### src/rtl/kb_text_ctrl.sv
// kb_text_ctrl: turns keyboard character events into character-VRAM writes
// and cursor moves for a COLS x ROWS text terminal. Keys are queued in a
// small FIFO; a CLEAR/IDLE/EXEC FSM drains them and owns the cursor.
//
// VRAM handshake: vram_req doubles as the write enable. vram_addr and
// vram_wdata are valid whenever vram_req is high and stay stable until the
// cycle in which vram_gnt is also high; that cycle completes the write.
module kb_text_ctrl #(
  parameter int         COLS       = 70,
  parameter int         ROWS       = 30,
  parameter int         FIFO_DEPTH = 4,
  parameter logic [7:0] BLANK      = 8'h20
) (
  input  logic        clk,
  input  logic        rstn,
  input  logic [7:0]  ascii_code,
  input  logic [7:0]  scan_code,
  input  logic        kb_valid,
  input  logic        clr,
  input  logic        vram_gnt,
  output logic        vram_req,
  output logic [11:0] vram_addr,
  output logic [7:0]  vram_wdata,
  output logic [6:0]  cursor_x,
  output logic [4:0]  cursor_y,
  output logic        busy,
  output logic        overflow,
  output logic [1:0]  state_dbg
);

  localparam int          AW        = (FIFO_DEPTH > 1) ? $clog2(FIFO_DEPTH) : 1;
  localparam logic [11:0] LAST_CELL = 12'(COLS * ROWS - 1);
  localparam logic [6:0]  X_MAX     = 7'(COLS - 1);
  localparam logic [4:0]  Y_MAX     = 5'(ROWS - 1);
  localparam logic [AW:0] CNT_FULL  = FIFO_DEPTH[AW:0];
  localparam logic [AW:0] CNT_ONE   = 1;
  localparam logic [AW-1:0] PTR_ONE = 1;

  typedef enum logic [1:0] {
    S_CLEAR = 2'd0,
    S_IDLE  = 2'd1,
    S_EXEC  = 2'd2
  } state_t;

  state_t          state;
  state_t          next_state;

  logic [7:0]      fifo_mem [FIFO_DEPTH];
  logic [AW-1:0]   wr_ptr;
  logic [AW-1:0]   rd_ptr;
  logic [AW:0]     fifo_cnt;
  logic            fifo_empty;
  logic            fifo_full;
  logic            push;
  logic            pop;
  logic            drop;
  logic            clear_entry;
  logic            clr_pend;
  logic [7:0]      cmd;
  logic [11:0]     clr_cnt;
  logic            is_print;
  logic            is_enter;
  logic            is_bs;
  logic [6:0]      adv_x;
  logic [4:0]      adv_y;
  logic [6:0]      bs_x;
  logic [4:0]      bs_y;
  logic [4:0]      nl_y;
  logic            req_c;
  logic [11:0]     addr_c;
  logic [7:0]      wdata_c;
  logic            unused_scan;

  // The raw scan code is carried for interface uniformity only.
  assign unused_scan = ^scan_code;

  function automatic logic [11:0] cell_addr(input logic [6:0] x, input logic [4:0] y);
    return 12'(y) * 12'(COLS) + 12'(x);
  endfunction

  assign fifo_empty  = (fifo_cnt == '0);
  assign fifo_full   = (fifo_cnt == CNT_FULL);
  assign clear_entry = (state == S_IDLE) && clr_pend;
  assign pop         = (state == S_IDLE) && !clr_pend && !fifo_empty;
  // Keys are ignored while clearing and on the cycle the clear begins (the FIFO is flushed then).
  assign push        = kb_valid && (state != S_CLEAR) && !clear_entry && (!fifo_full || pop);
  assign drop        = kb_valid && (state != S_CLEAR) && !clear_entry && fifo_full && !pop;

  assign is_print = (cmd >= 8'h20) && (cmd <= 8'h7E);
  assign is_enter = (cmd == 8'h0D);
  assign is_bs    = (cmd == 8'h08);

  // Candidate cursor positions for advance, newline and backspace.
  always_comb begin
    adv_x = cursor_x + 7'd1;
    adv_y = cursor_y;
    if (cursor_x == X_MAX) begin
      adv_x = 7'd0;
      adv_y = (cursor_y == Y_MAX) ? 5'd0 : cursor_y + 5'd1;
    end
    nl_y = (cursor_y == Y_MAX) ? 5'd0 : cursor_y + 5'd1;
    bs_x = cursor_x;
    bs_y = cursor_y;
    if (cursor_x != 7'd0) begin
      bs_x = cursor_x - 7'd1;
    end else if (cursor_y != 5'd0) begin
      bs_x = X_MAX;
      bs_y = cursor_y - 5'd1;
    end
  end

  // FSM state register; reset starts a full-screen clear.
  always_ff @(posedge clk or negedge rstn) begin
    if (!rstn) state <= S_CLEAR;
    else       state <= next_state;
  end

  // FSM next-state logic.
  always_comb begin
    next_state = state;
    case (state)
      S_CLEAR: if (vram_gnt && (clr_cnt == LAST_CELL)) next_state = S_IDLE;
      S_IDLE: begin
        if (clr_pend)         next_state = S_CLEAR;
        else if (!fifo_empty) next_state = S_EXEC;
      end
      S_EXEC: if (!((is_print || is_bs) && !vram_gnt)) next_state = S_IDLE;
      default: next_state = S_CLEAR;
    endcase
  end

  // FSM outputs: the VRAM write request and its address/data.
  always_comb begin
    req_c   = 1'b0;
    addr_c  = '0;
    wdata_c = '0;
    case (state)
      S_CLEAR: begin
        req_c   = 1'b1;
        addr_c  = clr_cnt;
        wdata_c = BLANK;
      end
      S_EXEC: begin
        if (is_print) begin
          req_c   = 1'b1;
          addr_c  = cell_addr(cursor_x, cursor_y);
          wdata_c = cmd;
        end else if (is_bs) begin
          req_c   = 1'b1;
          addr_c  = cell_addr(bs_x, bs_y);
          wdata_c = BLANK;
        end
      end
      default: ;
    endcase
  end

  // The write port stays quiet while reset is asserted.
  assign vram_req   = req_c & rstn;
  assign vram_addr  = rstn ? addr_c  : '0;
  assign vram_wdata = rstn ? wdata_c : '0;
  assign busy       = (state == S_CLEAR);
  assign state_dbg  = state;

  // FIFO storage; contents need no reset since the pointers define validity.
  always_ff @(posedge clk) begin
    if (push) fifo_mem[wr_ptr] <= ascii_code;
  end

  // FIFO pointers, occupancy, command register and sticky overflow.
  always_ff @(posedge clk or negedge rstn) begin
    if (!rstn) begin
      wr_ptr   <= '0;
      rd_ptr   <= '0;
      fifo_cnt <= '0;
      cmd      <= '0;
      overflow <= 1'b0;
    end else if (clear_entry) begin
      wr_ptr   <= '0;
      rd_ptr   <= '0;
      fifo_cnt <= '0;
      overflow <= 1'b0;
    end else begin
      if (push) wr_ptr <= wr_ptr + PTR_ONE;
      if (pop) begin
        rd_ptr <= rd_ptr + PTR_ONE;
        cmd    <= fifo_mem[rd_ptr];
      end
      if (push && !pop)      fifo_cnt <= fifo_cnt + CNT_ONE;
      else if (pop && !push) fifo_cnt <= fifo_cnt - CNT_ONE;
      if (drop) overflow <= 1'b1;
    end
  end

  // Clear request latch; a request arriving during a clear is absorbed.
  always_ff @(posedge clk or negedge rstn) begin
    if (!rstn)                 clr_pend <= 1'b0;
    else if (state == S_CLEAR) clr_pend <= 1'b0;
    else if (clr)              clr_pend <= 1'b1;
  end

  // Clear address counter, stepped by each granted blank write.
  always_ff @(posedge clk or negedge rstn) begin
    if (!rstn)                               clr_cnt <= '0;
    else if (clear_entry)                    clr_cnt <= '0;
    else if ((state == S_CLEAR) && vram_gnt) clr_cnt <= (clr_cnt == LAST_CELL) ? 12'd0 : clr_cnt + 12'd1;
  end

  // Cursor: homed at clear entry, moved when an EXEC command retires.
  always_ff @(posedge clk or negedge rstn) begin
    if (!rstn) begin
      cursor_x <= '0;
      cursor_y <= '0;
    end else if (clear_entry) begin
      cursor_x <= '0;
      cursor_y <= '0;
    end else if (state == S_EXEC) begin
      if (is_print && vram_gnt) begin
        cursor_x <= adv_x;
        cursor_y <= adv_y;
      end else if (is_bs && vram_gnt) begin
        cursor_x <= bs_x;
        cursor_y <= bs_y;
      end else if (is_enter) begin
        cursor_x <= 7'd0;
        cursor_y <= nl_y;
      end
    end
  end

endmodule

### config.mk
export PLATFORM = sky130hd
export DESIGN_NAME = kb_text_ctrl
export DESIGN_NICKNAME = d
export VERILOG_FILES = /design/src/rtl/kb_text_ctrl.sv
export SDC_FILE = /design/constraint.sdc
export NUM_CORES = 1
export LEC_CHECK = 0
export CORE_UTILIZATION = 45
export DETAILED_ROUTE_END_ITERATION = 8
export HOLD_SLACK_MARGIN = 0.08
export PLACE_DENSITY = 0.72
export SYNTH_ARGS = -nofsm -noshare
export SYNTH_HDL_FRONTEND = slang
export SYNTH_SLANG_ARGS = --single-unit
export TNS_END_PERCENT = 100
### constraint.sdc
create_clock -name clk -period 7.65 [get_ports clk]
set_clock_uncertainty 0.2 [all_clocks]
set_input_delay 0.765 -clock clk [delete_from_list [all_inputs] [get_ports clk]]
set_output_delay 0.765 -clock clk [all_outputs]
set_load 0.02 [all_outputs]
==> results of run 1 <==
-- critical path: cells and delay by family, from the launching register on --
family	cells	cell delay (ns)
compound gates	6	1.64
fa+ha+maj	5	1.43
buf+inv	2	0.88
simple gates	2	0.65
flops	1	0.46
xor+xnor	2	0.36
-- sequential cells by signal (all words and copies together), names as in the netlist, 2 cells and up --
name       flops
clr_cnt       12
cmd            8
cursor_x       7
cursor_y       5
fifo_cnt       3
fifo_mem      32
rd_ptr         2
state_dbg      2
wr_ptr         2
-- per-layer routing --
| layer | vias up | wire (um) | share of wire [%] |
|---|---|---|---|
| li1 | 2392 | - | - |
| met1 | 2406 | 6280 | 44 |
| met2 | 121 | 7090 | 49 |
| met3 | 36 | 601 | 4.2 |
| met4 | 0 | 466 | 3.2 |
| met5 | - | 0 | 0 |
-- layout by cell type, fill, tap and decap left out, drive strengths merged, types with 3 or more instances in the layout --
master and n:
nand2 64, nor2 55, ha 52, clkdlybuf4s50 47
dfrtp 43, o21ai 40, inv 36, edfxtp 32
nand3 30, a21oi 23, xnor2 18, xor2 17
and2 17, a211oi 16, clkbuf 10, nor3 9
o31ai 9, nand4 8, a31oi 8, mux4 8
mux2i 7, nor2b 6, a32oi 6, a21o 6
o211ai 6, and3 6, nor4 6, a311oi 6
nand2b 5, a22oi 5, fa 5, and3b 4
o21a 4, or2 4, a311o 3, or3 3
clkinv 3
-- cells by family after synthesis --
logic type,Yosys count,synth area share [%]
buf+inv,60,4.54
xor+xnor,35,5.35
simple gates,231,20.0
other cells,1,0.0639
flops,75,34.7
compound gates,156,18.2
fa+ha+maj,57,12.8
mux,15,4.27
-- power by group --
group	switching, uW	leakage, uW	internal [uW]	total, uW
Combinational	132	0.00172	95.7	228
Clock	169	0.000153	264	433
Sequential	24.5	0.000859	436	460
-- final timing paths --
kind,to,cells past startpoint
worst max-delay path,vram_addr[7],17
worst min-delay path,cursor_y[3],2
worst max register to register,fifo_cnt[1],8
worst min register to register,cmd[3],2
max in group asynchronous,overflow,2
min in group clk,cmd[3],2
-- cells in the mapped netlist (3+ instances only) --
master,number
sky130_fd_sc_hd__mux4_2,8
sky130_fd_sc_hd__o211ai_1,6
sky130_fd_sc_hd__clkbuf_1,17
sky130_fd_sc_hd__a22oi_1,5
sky130_fd_sc_hd__ha_1,52
sky130_fd_sc_hd__nand3_1,29
sky130_fd_sc_hd__or2_2,4
sky130_fd_sc_hd__nor3_1,9
sky130_fd_sc_hd__edfxtp_1,32
sky130_fd_sc_hd__o21a_1,4
sky130_fd_sc_hd__fa_1,5
sky130_fd_sc_hd__and3_1,5
sky130_fd_sc_hd__dfrtp_1,43
sky130_fd_sc_hd__xnor2_1,17
sky130_fd_sc_hd__a21oi_1,23
sky130_fd_sc_hd__o21ai_0,39
sky130_fd_sc_hd__a31oi_1,8
sky130_fd_sc_hd__a32oi_1,6
sky130_fd_sc_hd__a311oi_1,5
sky130_fd_sc_hd__o31ai_1,8
sky130_fd_sc_hd__buf_6,4
sky130_fd_sc_hd__mux2i_1,7
sky130_fd_sc_hd__a21o_1,6
sky130_fd_sc_hd__a311o_1,3
sky130_fd_sc_hd__a211oi_1,16
sky130_fd_sc_hd__and3b_1,4
sky130_fd_sc_hd__nand4_1,8
sky130_fd_sc_hd__nor2_1,55
sky130_fd_sc_hd__and2_1,16
sky130_fd_sc_hd__nand2_1,64
sky130_fd_sc_hd__xor2_1,17
sky130_fd_sc_hd__nor2b_1,6
sky130_fd_sc_hd__nor4_1,4
sky130_fd_sc_hd__buf_4,3
sky130_fd_sc_hd__inv_1,34
sky130_fd_sc_hd__nand2b_1,5
-- layout make-up --
cell class              count  area (um2)  area share (%)
inverters                  34         128            1.89
repair buffers             49         483            7.17
clock buffers              10         239            3.55
flip-flops and latches     75        2040            30.2
well taps                 172         215            3.19
multi-input cells         495        3570            52.9
clock inverters             6        70.1            1.04
-- through the flow --
step | setup WS, ns | area [um2] | utilization, %
after floorplan | 2.20 | 5870 | -
after CTS | 0.918 | 6740 | 53.2
after global routing | 0.492 | 6740 | 53.2
after detailed placement | 1.31 | 6430 | 50.8
after global placement | 1.39 | 6430 | 50.8
final | 0.927 | 6740 | 53.2
==> metrics.log, run 1 <==
[metrics] area of the core: 12700 um2
[metrics] Final Instance Count excl. Fillers: 841
[metrics] total chip power: approximately 1100 uW
[metrics] number of cells produced by synthesis: 630
[metrics] violation count after the first detailed-route iteration: 337
[metrics] # DRC: 0
[metrics] cell with the largest stage delay on the worst path: sky130_fd_sc_hd__clkdlybuf4s50_1
[metrics] Seq cells post-synth: between 70 and 80
[metrics] dominant synthesized flop cell: sky130_fd_sc_hd__dfrtp_1
[metrics] Mapped Avg Cell Area: 9.31 um2
[metrics] global-route wire length before repair: 24000 um
[metrics] count of endpoints failing setup in the final report: 0
[metrics] average via count per standard cell: between 5 and 6
[metrics] total power density per cell area: 166 nW/um2
[metrics] Overflow after GRT: 0
[metrics] cells traversed along the worst timing path: inv_1 > ha_1 > nor2b_1 > nand3_1 > o21ai_0 > ha_1 > ha_1 > ha_1 > xor2_1 > ha_1 > o21ai_0 > o21bai_1 > a21oi_1 > xnor2_1 > a22oi_1 > a211oi_1 > clkdlybuf4s50_1
[metrics] diode insertion count for antenna repair: 0
[metrics] Final Slew Violations: 0
[metrics] sum of negative setup slack: 0 ns
[metrics] grt peak-use layer: met2
[metrics] part of the cycle the worst path needs: 87.9%
[metrics] type of the setup path with the least slack: reg -> out
[metrics] die height: ~120 um
[metrics] filler cell count in the final layout: 1167
[metrics] sequential element share of the synthesized area: a little over a third
[metrics] synth-to-layout area growth: 14.9%
[metrics] Distinct cells, synth: 76
[metrics] vias in the first global route: 4922
[metrics] first-pass iteration count of the detailed router: 4
[metrics] final estimated routing congestion in global placement: around 0.92
[metrics] via total after detailed routing: 4955
[metrics] top achievable clock speed: roughly 150 MHz
[metrics] CP required: 6.68 ns
[metrics] number of CTS-inserted buffers: 9
[metrics] maximum clock insertion buffer count: 2
[metrics] PostCTS Resize Cnt: 0
[metrics] biggest cell delay along the critical path: around 0.65 ns
[metrics] Hold WS: 0.308 ns
[metrics] most used cell, CP: sky130_fd_sc_hd__ha_1
[metrics] CP startpoint kind: flop
[metrics] HPWL Detailed: 10900 um
[metrics] GRT Resource Usage Total: between 20% and 30%
[metrics] share of async-settable or async-resettable flops after synthesis: 57.3%
[metrics] reported max-cap violation count: 0
[metrics] post-synthesis instance area: ~5900 um2
[metrics] fraction of met1 tracks used by global routing: 28.8%
[metrics] main area contributors after synthesis: sky130_fd_sc_hd__dfrtp_1, sky130_fd_sc_hd__edfxtp_1, sky130_fd_sc_hd__ha_1, sky130_fd_sc_hd__nand2_1, sky130_fd_sc_hd__nor2_1
[metrics] worst-margin pin slew: slightly above 1 ns
[metrics] width of the die: 116 um
[metrics] antenna violation net count after detailed routing: 0
[metrics] number of synthesized flops with an enable pin: 32
[metrics] library cell with the largest summed area after synthesis: sky130_fd_sc_hd__dfrtp_1
[metrics] largest net degree at the start of global routing: 50
[metrics] slack of the worst reg-to-reg path: 4.55 ns
[metrics] clock network latency to the later pin of the worst-skew pair: 0.34 ns
[metrics] H-Tree Level Count: 3
[metrics] Hold WC Path Type: in -> async
[metrics] overall die area: 13500 um2
[metrics] number of top-level pins: slightly below 60
[metrics] area share of the leading cell type in the synthesized netlist: 18.3%
[metrics] Static Leakage: roughly 0.0027 uW
[metrics] warnings from Yosys: 0
[metrics] Critical Path Source: cursor_x[0]
[metrics] maximum ir drop on the vdd rail: around 0.13 mV
[metrics] Critical Path Sink Type: output port
[metrics] CTS root buffer: sky130_fd_sc_hd__clkbuf_16
[metrics] Hold-fix buffers, CTS: 0
[metrics] antenna violations before repair: 0
[metrics] met3 track demand over resource: 2.80%
[metrics] total setup buffers inserted after CTS: 0
[metrics] hold violation count in the final report: 0
[metrics] worst relative slew slack: 32.3%
[metrics] count of nets after finishing: 742
[metrics] share of cells above drive strength 1: 6.58%
[metrics] clock input transition at the sequential cells of the worst setup and hold paths: roughly 0.06 ns
[metrics] arrival time of the worst setup path: 5.76 ns
[metrics] starting density of the core: 46.3%
[metrics] CP Max Fanout: 7
[metrics] count of clock tree sinks: 75
[metrics] PortBufs: 48
[metrics] post-layout minimum cycle time: 6.72 ns
[metrics] setup repair after global routing missed its margin: no
[metrics] run status: completed
[metrics] Rows: 41
[metrics] global routing met2 resource utilization: 39.8%
[metrics] total wire length after detailed routing: 14400 um
[metrics] routed len/inst: 17.2 um
[metrics] number of nets produced by synthesis: 708
[metrics] launching point of the worst reg2reg path: state_dbg[1]
[metrics] TritonCTS clock tree: yes
[metrics] cell count after placement: 825
(Power assumes the default switching activity.)
==> inputs of run 2 (changes only) <==
Settings changed: ABC_AREA from default to 0, GPL_TIMING_DRIVEN from default to 0.
==> metrics.log, run 2 (synthesized netlist as in run 1, its figures left out) <==
[metrics] largest registers: fifo_mem (32), clr_cnt (12), cmd (8) (unchanged)
[metrics] cell with the largest stage delay on the worst path: sky130_fd_sc_hd__a211oi_1 (was sky130_fd_sc_hd__clkdlybuf4s50_1)
[metrics] top achievable clock speed: 146 MHz (was 149 MHz)
[metrics] CTS root buffer: sky130_fd_sc_hd__clkbuf_16 (unchanged)
[metrics] # DRC: 0 (unchanged)
[metrics] launching point of the worst reg2reg path: cursor_y[3] (was state_dbg[1])
[metrics] Final Slew Violations: 0 (unchanged)
[metrics] diode insertion count for antenna repair: 0 (unchanged)
[metrics] depth of the worst register-to-register path: 8 (unchanged)
[metrics] starting density of the core: 46.3% (unchanged)
[metrics] largest net degree at the start of global routing: 31 (was 50)
[metrics] count of endpoints failing setup in the final report: 0 (unchanged)
[metrics] Largest Register: fifo_mem (unchanged)
[metrics] most common cell after layout, fill and taps aside: sky130_fd_sc_hd__nand2_1 (unchanged)
[metrics] width of the die: 116 um (unchanged)
[metrics] clock network fraction of total power: 38.4% (was 38.6%)
[metrics] PortBufs: 48 (unchanged)
[metrics] antenna violations before repair: 0 (unchanged)
[metrics] share of total power consumed by net switching: 29.9% (was 29.0%)
[metrics] cells traversed along the worst timing path: clkbuf_1 > inv_1 > ha_1 > nand3b_1 > nand3_1 > o21ai_0 > ha_1 > ha_1 > ha_1 > a21oi_1 > o21ai_0 > a211oi_1 > nor2_1 > a221oi_1 > o311ai_1 > clkdlybuf4s50_1 (was inv_1 > ha_1 > nor2b_1 > nand3_1 > o21ai_0 > ha_1 > ha_1 > ha_1 > xor2_1 > ha_1 > o21ai_0 > o21bai_1 > a21oi_1 > xnor2_1 > a22oi_1 > a211oi_1 > clkdlybuf4s50_1)
[metrics] endpoint of the most critical register-to-register path: cursor_y[1] (was fifo_cnt[1])
[metrics] flip-flop count of the largest register after layout: 32 (unchanged)
[metrics] combinational cell fraction of total power: 21.2% (was 20.4%)
[metrics] maximum clock insertion buffer count: 2 (unchanged)
[metrics] Hold-fix buffers, CTS: 0 (unchanged)
[metrics] CP startpoint kind: flop (unchanged)
[metrics] arrival time of the worst setup path: 5.87 ns (was 5.76 ns)
[metrics] Static Leakage: 0.00279 uW (was 0.00273 uW)
[metrics] via total after detailed routing: 5065 (was 4955)
[metrics] final estimated routing congestion in global placement: 0.904 (was 0.920)
[metrics] setup repair after global routing missed its margin: no (unchanged)
[metrics] antenna violation net count after detailed routing: 0 (unchanged)
[metrics] GRT Resource Usage Total: 24.4% (was 23.1%)
[metrics] area used by multi-input combinational logic: 3560 um2 (was 3570 um2)
[metrics] count of clock tree sinks: 75 (unchanged)
[metrics] first-pass iteration count of the detailed router: 5 (was 4)
[metrics] total area of sequential cells: 2040 um2 (unchanged)
[metrics] most used cell, CP: sky130_fd_sc_hd__ha_1 (unchanged)
[metrics] TritonCTS clock tree: yes (unchanged)
[metrics] HPWL Detailed: 11800 um (was 10900 um)
[metrics] biggest cell delay along the critical path: 0.76 ns (was 0.65 ns)
[metrics] worst-margin pin slew: 0.938 ns (was 1.02 ns)
[metrics] internal cell power: 789 uW (was 795 uW)
[metrics] Overflow after GRT: 0 (unchanged)
[metrics] number of top-level pins: 58 (unchanged)
[metrics] CP required: 6.68 ns (about the same)
[metrics] filler cell count in the final layout: 1177 (was 1167)
[metrics] share of cells above drive strength 1: 7.19% (was 6.58%)
[metrics] Rows: 41 (unchanged)
[metrics] total wire length after detailed routing: 15400 um (was 14400 um)
[metrics] reported max-cap violation count: 0 (unchanged)
[metrics] H-Tree Level Count: 3 (unchanged)
[metrics] Critical Path Sink Type: output port (unchanged)
[metrics] count of nets after finishing: 768 (was 742)
[metrics] worst relative slew slack: 37.1% (was 32.3%)
[metrics] part of the cycle the worst path needs: 89.3% (was 87.9%)
[metrics] slack of the worst reg-to-reg path: 4.71 ns (was 4.55 ns)
[metrics] die height: 116 um (unchanged)
[metrics] sequential fraction of design power: 40.4% (was 41.0%)
[metrics] post-layout minimum cycle time: 6.83 ns (was 6.72 ns)
[metrics] area of the core: 12700 um2 (unchanged)
[metrics] routed len/inst: 17.8 um (was 17.2 um)
[metrics] switching pwr: 337 uW (was 326 uW)
[metrics] most used cells in the layout excluding fill and tap cells: sky130_fd_sc_hd__nand2_1, sky130_fd_sc_hd__nor2_1, sky130_fd_sc_hd__ha_1 (unchanged)
[metrics] run status: completed (unchanged)
[metrics] clock network latency to the later pin of the worst-skew pair: 0.34 ns (about the same)
[metrics] Hold WC Path Type: in -> async (unchanged)
[metrics] clock input transition at the sequential cells of the worst setup and hold paths: 0.06 ns (about the same)
[metrics] CP Max Fanout: 7 (unchanged)
[metrics] sum of negative setup slack: 0 ns (unchanged)
[metrics] violation count after the first detailed-route iteration: 389 (was 337)
[metrics] global-route wire length before repair: 24800 um (was 24000 um)
[metrics] type of the setup path with the least slack: reg -> out (unchanged)
[metrics] PostCTS Resize Cnt: 0 (unchanged)
[metrics] overall die area: 13500 um2 (unchanged)
[metrics] number of CTS-inserted buffers: 9 (unchanged)
[metrics] average via count per standard cell: 5.84 (was 5.89)
[metrics] maximum ir drop on the vdd rail: 0.155 mV (was 0.127 mV)
[metrics] total power density per cell area: 164 nW/um2 (was 166 nW/um2)
[metrics] total setup buffers inserted after CTS: 0 (unchanged)
[metrics] vias in the first global route: 4977 (was 4922)
[metrics] synth-to-layout area growth: 17.3% (was 14.9%)
[metrics] hold violation count in the final report: 0 (unchanged)
[metrics] final core utilization: 54.3% (was 53.2%)
run 2: cell type report:
class / count / area share (%)
multi-input cells: 495 / 51.8
flip-flops and latches: 75 / 29.6
repair buffers: 49 / 7.20
clock buffers: 9 / 3.27
well taps: 172 / 3.13
plain buffers: 26 / 2.02
inverters: 34 / 1.86
clock inverters: 7 / 1.11
run 2: how the worst max path moves through the flow:
stage | startpoint | to | slack (ns) | cells past startpoint
floorplan | cursor_y[3] | vram_addr[8] | 2.20 | 17
global placement | cursor_y[3] | vram_addr[8] | 1.32 | 18
detailed placement | cursor_y[3] | vram_addr[9] | 1.23 | 16
CTS | cursor_y[3] | vram_addr[9] | 0.86 | 16
global route | cursor_y[3] | vram_addr[11] | 0.45 | 19
finish | cursor_y[3] | vram_addr[11] | 0.82 | 16
run 2: stage by stage:
step	instances	cell area [um2]	total power, uW	hold slack (ns)	setup WS, ns
2_1_floorplan	630	5870	623	0.266	2.20
3_3_place_gp	850	6560	688	0.302	1.32
3_5_place_dp	851	6580	696	0.303	1.23
4_1_cts	867	6880	1130	0.198	0.857
5_1_grt	867	6880	1180	0.224	0.451
6_report	867	6880	1130	0.184	0.818
run 2: critical path, delay by kind of cell (launching register included):
| family | cells | cell delay (ns) |
|---|---|---|
| AO/OA/AOI/OAI | 6 | 2.27 |
| adder cells (fa/ha/maj) | 4 | 1.13 |
| buffers and inverters | 3 | 1.12 |
| flip-flops | 1 | 0.40 |
| AND/OR/NAND/NOR | 3 | 0.59 |
run 2: power groups by stage:
stage	combinational [uW]	sequential (uW)	clock, uW
2_1_floorplan	164	458	0
3_3_place_gp	228	460	0
3_5_place_dp	235	461	0
4_1_cts	237	453	437
5_1_grt	267	456	453
6_report	239	454	433
run 2: metal layers:
layer  up-vias  part of all wire (%)  track usage (%)
met2       167                    49             42.4
li1       2439                     -                -
met4         0                   2.8             10.5
met5         -                     0                0
met3        30                   5.3             3.68
met1      2429                    43             30.3
==> inputs of run 3 (changes only) <==
Settings changed: SETUP_SLACK_MARGIN from default to 0.05.
==> results of run 3 <==
No change in the layout: final DEF, timing and power equal those of run 2.
==> variant 1 (flow settings as in run 1) <==
Change the parameter `FIFO_DEPTH` from 4 to 8.
--- a/src/rtl/kb_text_ctrl.sv
+++ b/src/rtl/kb_text_ctrl.sv
@@ -10,3 +10,3 @@
   parameter int         ROWS       = 30,
-  parameter int         FIFO_DEPTH = 4,
+  parameter int         FIFO_DEPTH = 8,
   parameter logic [7:0] BLANK      = 8'h20
Formal check against the unedited RTL: same outputs for any inputs over 10 cycles, from zero or initial values and one cycle with rstn low; that may be too few to reach the edited logic, so the function may still have changed.
==> variant 1 against run 1 <==
Critical path depth is 2 higher; setup slack worse by 0.26 ns; area after synthesis is 22% higher; final cell count is 11% higher; cell area is 20% higher; count of clock-buffer cells in the layout is 1 lower; non-clock buffer count is 4 higher; synthesized cell count is 7.6% higher; sequential cell count is 35 higher; routed wire length is 16% higher.
Power is not compared: it rests on default switching activity, and its combinational part moved more than twofold at a synthesized area within 25%.
==> variant 1: results (changes against run 1) <==
status completed (unchanged); Post-synth EDFFs 64 (was 32); R2R setup slack 4.33 ns (was 4.55 ns); Post-Synth XOR/XNOR Area 5.79% (was 5.35%); CTS buffer count 9 (unchanged); Placed Cells 917 (was 825); syn_nets 756 (was 708); asr flop ratio synth 41.8% (was 57.3%); nets@finish 795 (was 742); pre-CTS WS 1.12 ns (was 1.31 ns); grt met3 use 3.92% (was 2.80%); average cell area after synthesis 10.5 um2 (was 9.31 um2); clock slew at reported path FFs 0.08 ns (was 0.06 ns); gpl congestion 0.894 (was 0.920); crit path max fanout 9 (was 7); post-synthesis adder-cell area fraction 10.5% (was 12.8%); Detailed Route WL 16.7 mm (was 14.4 mm); met1 usage in global routing 27.1% (was 28.8%); drt first pass iters 5 (was 4); most frequent cells after synthesis edfxtp_1, nor2_1, nand2_1 (was nand2_1, nor2_1, ha_1); sequential share of the synthesized area 43.1% (was 34.7%); largest net degree at the start of global routing 51 (was 50); post-synthesis mux area share 6.60% (was 4.27%); first-pass GRT wire length 27.5 mm (was 24.0 mm); compound-cell area share of the yosys netlist 15.7% (was 18.2%); initial drt markers 387 (was 337); wl on met1 7.25 mm (was 6.28 mm); worst-margin pin slew 1.13 ns (was 1.02 ns); metal2 WL 8.27 mm (was 7.09 mm); Detail Route met3 WL 750 um (was 601 um); GRT Util Overall 21.9% (was 23.1%); top flop regs fifo_mem (64), clr_cnt (12), cmd (8) (was fifo_mem (32), clr_cnt (12), cmd (8)); Final Worst Setup Slack 0.670 ns (was 0.927 ns); delay-heaviest family, CP simple AND/OR/NAND/NOR gates (was compound AO/OA/AOI/OAI gates); detailed placement HPWL 12.5 mm (was 10.9 mm); WHS 0.304 ns (was 0.308 ns); vias per inst 5.89 (about the same); layout cells sized above 1 7.48% (was 6.58%)
==> variant 1: cell types whose count changed in the layout (fill, tap and decap cells not counted), moves of 6 or more <==
cell,run 1,this run
and2_1,16,9
mux4_2,8,16
o21ai_1,1,11
edfxtp_1,32,64
o21ai_0,39,49
xnor2_1,17,25
nand3_1,29,21
a221oi_1,2,8
a21oi_1,23,32
nand2_1,64,53
a211oi_1,16,7
nor3_1,9,16
==> variant 1: worst paths after layout <==
kind                              start       endpoint  cells after the start
setup / recovery            cursor_x[0]  vram_addr[10]                     19
hold / removal                     rstn    cursor_y[4]                      2
setup reg to reg           state_dbg[1]    cursor_y[2]                      6
hold reg to reg                  cmd[6]         cmd[6]                      2
max in group asynchronous          rstn     clr_cnt[9]                      2
min in group clk                 cmd[6]         cmd[6]                      2
==> variant 1: layout make-up <==
cell class	count	area (um2)
Sequential cell	110	3070
Timing Repair Buffer	53	513
Inverter	33	124
Tap cell	211	264
Multi-Input combinational cell	510	3830
Clock inverter	7	93.8
Clock buffer	9	225
Fill cell	1317	7190
==> variant 1: power by group through the flow <==
| stage | logic [mW] | clock network (mW) | registers, mW |
|---|---|---|---|
| after floorplan | 0.0547 | 0 | 0.670 |
| after global placement | 0.0868 | 0 | 0.679 |
| after detailed placement | 0.0900 | 0 | 0.680 |
| after CTS | 0.0907 | 0.498 | 0.667 |
| after global routing | 0.0997 | 0.518 | 0.672 |
| final | 0.0898 | 0.488 | 0.668 |
==> variant 1: logic make-up (layout without fill, tap and decap cells) <==
family | Yosys count | in the layout
flops | 110 | 110
other cells | 1 | 1
mux | 27 | 27
simple gates | 210 | 210
compound gates | 170 | 170
buf+inv | 58 | 102
fa+ha+maj | 57 | 57
xor+xnor | 45 | 45
==> variant 2 (config.mk and constraints of run 1) <==
Without the edit above. Reset style: synchronous (`rstn`), changed in 5 clocked blocks.
--- a/src/rtl/kb_text_ctrl.sv
+++ b/src/rtl/kb_text_ctrl.sv
@@ -112,3 +112,3 @@
   // FSM state register; reset starts a full-screen clear.
-  always_ff @(posedge clk or negedge rstn) begin
+  always_ff @(posedge clk) begin
     if (!rstn) state <= S_CLEAR;
@@ -170,3 +170,3 @@
   // FIFO pointers, occupancy, command register and sticky overflow.
-  always_ff @(posedge clk or negedge rstn) begin
+  always_ff @(posedge clk) begin
     if (!rstn) begin
@@ -195,3 +195,3 @@
   // Clear request latch; a request arriving during a clear is absorbed.
-  always_ff @(posedge clk or negedge rstn) begin
+  always_ff @(posedge clk) begin
     if (!rstn)                 clr_pend <= 1'b0;
@@ -202,3 +202,3 @@
   // Clear address counter, stepped by each granted blank write.
-  always_ff @(posedge clk or negedge rstn) begin
+  always_ff @(posedge clk) begin
     if (!rstn)                               clr_cnt <= '0;
@@ -209,3 +209,3 @@
   // Cursor: homed at clear entry, moved when an EXEC command retires.
-  always_ff @(posedge clk or negedge rstn) begin
+  always_ff @(posedge clk) begin
     if (!rstn) begin
Formal check against the unedited RTL: no difference found for any inputs over 10 cycles, from zero or initial values and one cycle with rstn low; that may be too few to reach the edited logic, so the function may still have changed.
==> variant 2 against run 1 <==
Cell area shrank 3.2%; synthesized cell count decreased by 2.1%; routed wire length fell by 6.3%; highest routed layer unchanged; area after synthesis shrank 4.3%; first-iteration DRC count is 4.2% lower; critical endpoint is now vram_addr[10]; setup slack got worse by 0.44 ns; sequential cell count is the same.
Power is not compared: it rests on default switching activity, and its combinational part moved more than twofold at a synthesized area within 25%.
==> variant 2: results (changes against run 1) <==
status completed (unchanged); post-synth top area share 17.1% (was 18.3%); vias per inst 5.74 (was 5.89); asr flop ratio synth 0% (was 57.3%); largest net degree at the start of global routing 28 (was 50); Main synth FF type dfxtp_1 (was dfrtp_1); nets@finish 735 (was 742); commonest non-fill, non-tap cell in the layout nor2_1 (was nand2_1); WHS 0.285 ns (was 0.308 ns); drt first pass iters 5 (was 4); vias in the first global route 4737 (was 4922); post-synthesis mux area share 4.48% (was 4.27%); Detail Route met3 WL 474 um (was 601 um); Placed Cells 813 (was 825); R2R setup slack 4.05 ns (was 4.55 ns); routing usage on met2 38.2% (was 39.8%); Vias 4762 (was 4955); most frequent cells after synthesis nor2_1, ha_1, dfxtp_1 (was nand2_1, nor2_1, ha_1); met1 usage in global routing 27.1% (was 28.8%); Distinct cells, synth 73 (was 76); worst hold path type flip-flop to flip-flop (was input port to async pin); layout cells sized above 1 6.20% (was 6.58%); Synth area leaders edfxtp_1, dfxtp_1, ha_1 (was dfrtp_1, edfxtp_1, ha_1); Mapped Cells 617 (was 630); period utilization 93.7% (was 87.9%); delay-heaviest family, CP adder cells (was compound AO/OA/AOI/OAI gates); post-synthesis adder-cell area fraction 13.6% (was 12.8%); wl on met1 6.11 mm (was 6.28 mm); first-pass GRT wire length 22.6 mm (was 24.0 mm); GRT Util Overall 22.1% (was 23.1%); pre-CTS WS 0.858 ns (was 1.31 ns); critical path arrival 6.20 ns (was 5.76 ns)
## variant 2: cell count changes in the layout (fill, tap and decap cells not counted), sizes merged, moves of 4 or more
cell,before,now
a21oi,23,38
a32oi,6,0
inv,36,32
nor2,55,64
o31ai,9,2
nor3,9,18
dfrtp,43,0
a31oi,8,3
nand3,30,17
buf,2,6
dfxtp,0,43
o21ai,40,32
nand2,64,42
## variant 2: final cells by class
class,instances,area [um2]
Fill cell,1129,5540
Multi-Input combinational cell,483,3550
Sequential cell,75,1820
Tap cell,168,210
Inverter,33,124
Clock buffer,11,233
Timing Repair Buffer,54,526
Clock inverter,5,62.6
## variant 2: path summary, 6_finish.rpt
check          startpoint       endpoint  depth (start not counted)
max           cursor_y[0]  vram_addr[10]                         19
min                cmd[2]         cmd[2]                          2
max reg2reg  state_dbg[1]    fifo_cnt[2]                          9
min reg2reg        cmd[2]         cmd[2]                          2
## variant 2: where the power goes
part	internal (mW)	switching, mW
combinational	0.0107	0.0140
sequential	0.418	0.00139
clock	0.254	0.165
total	0.683	0.180
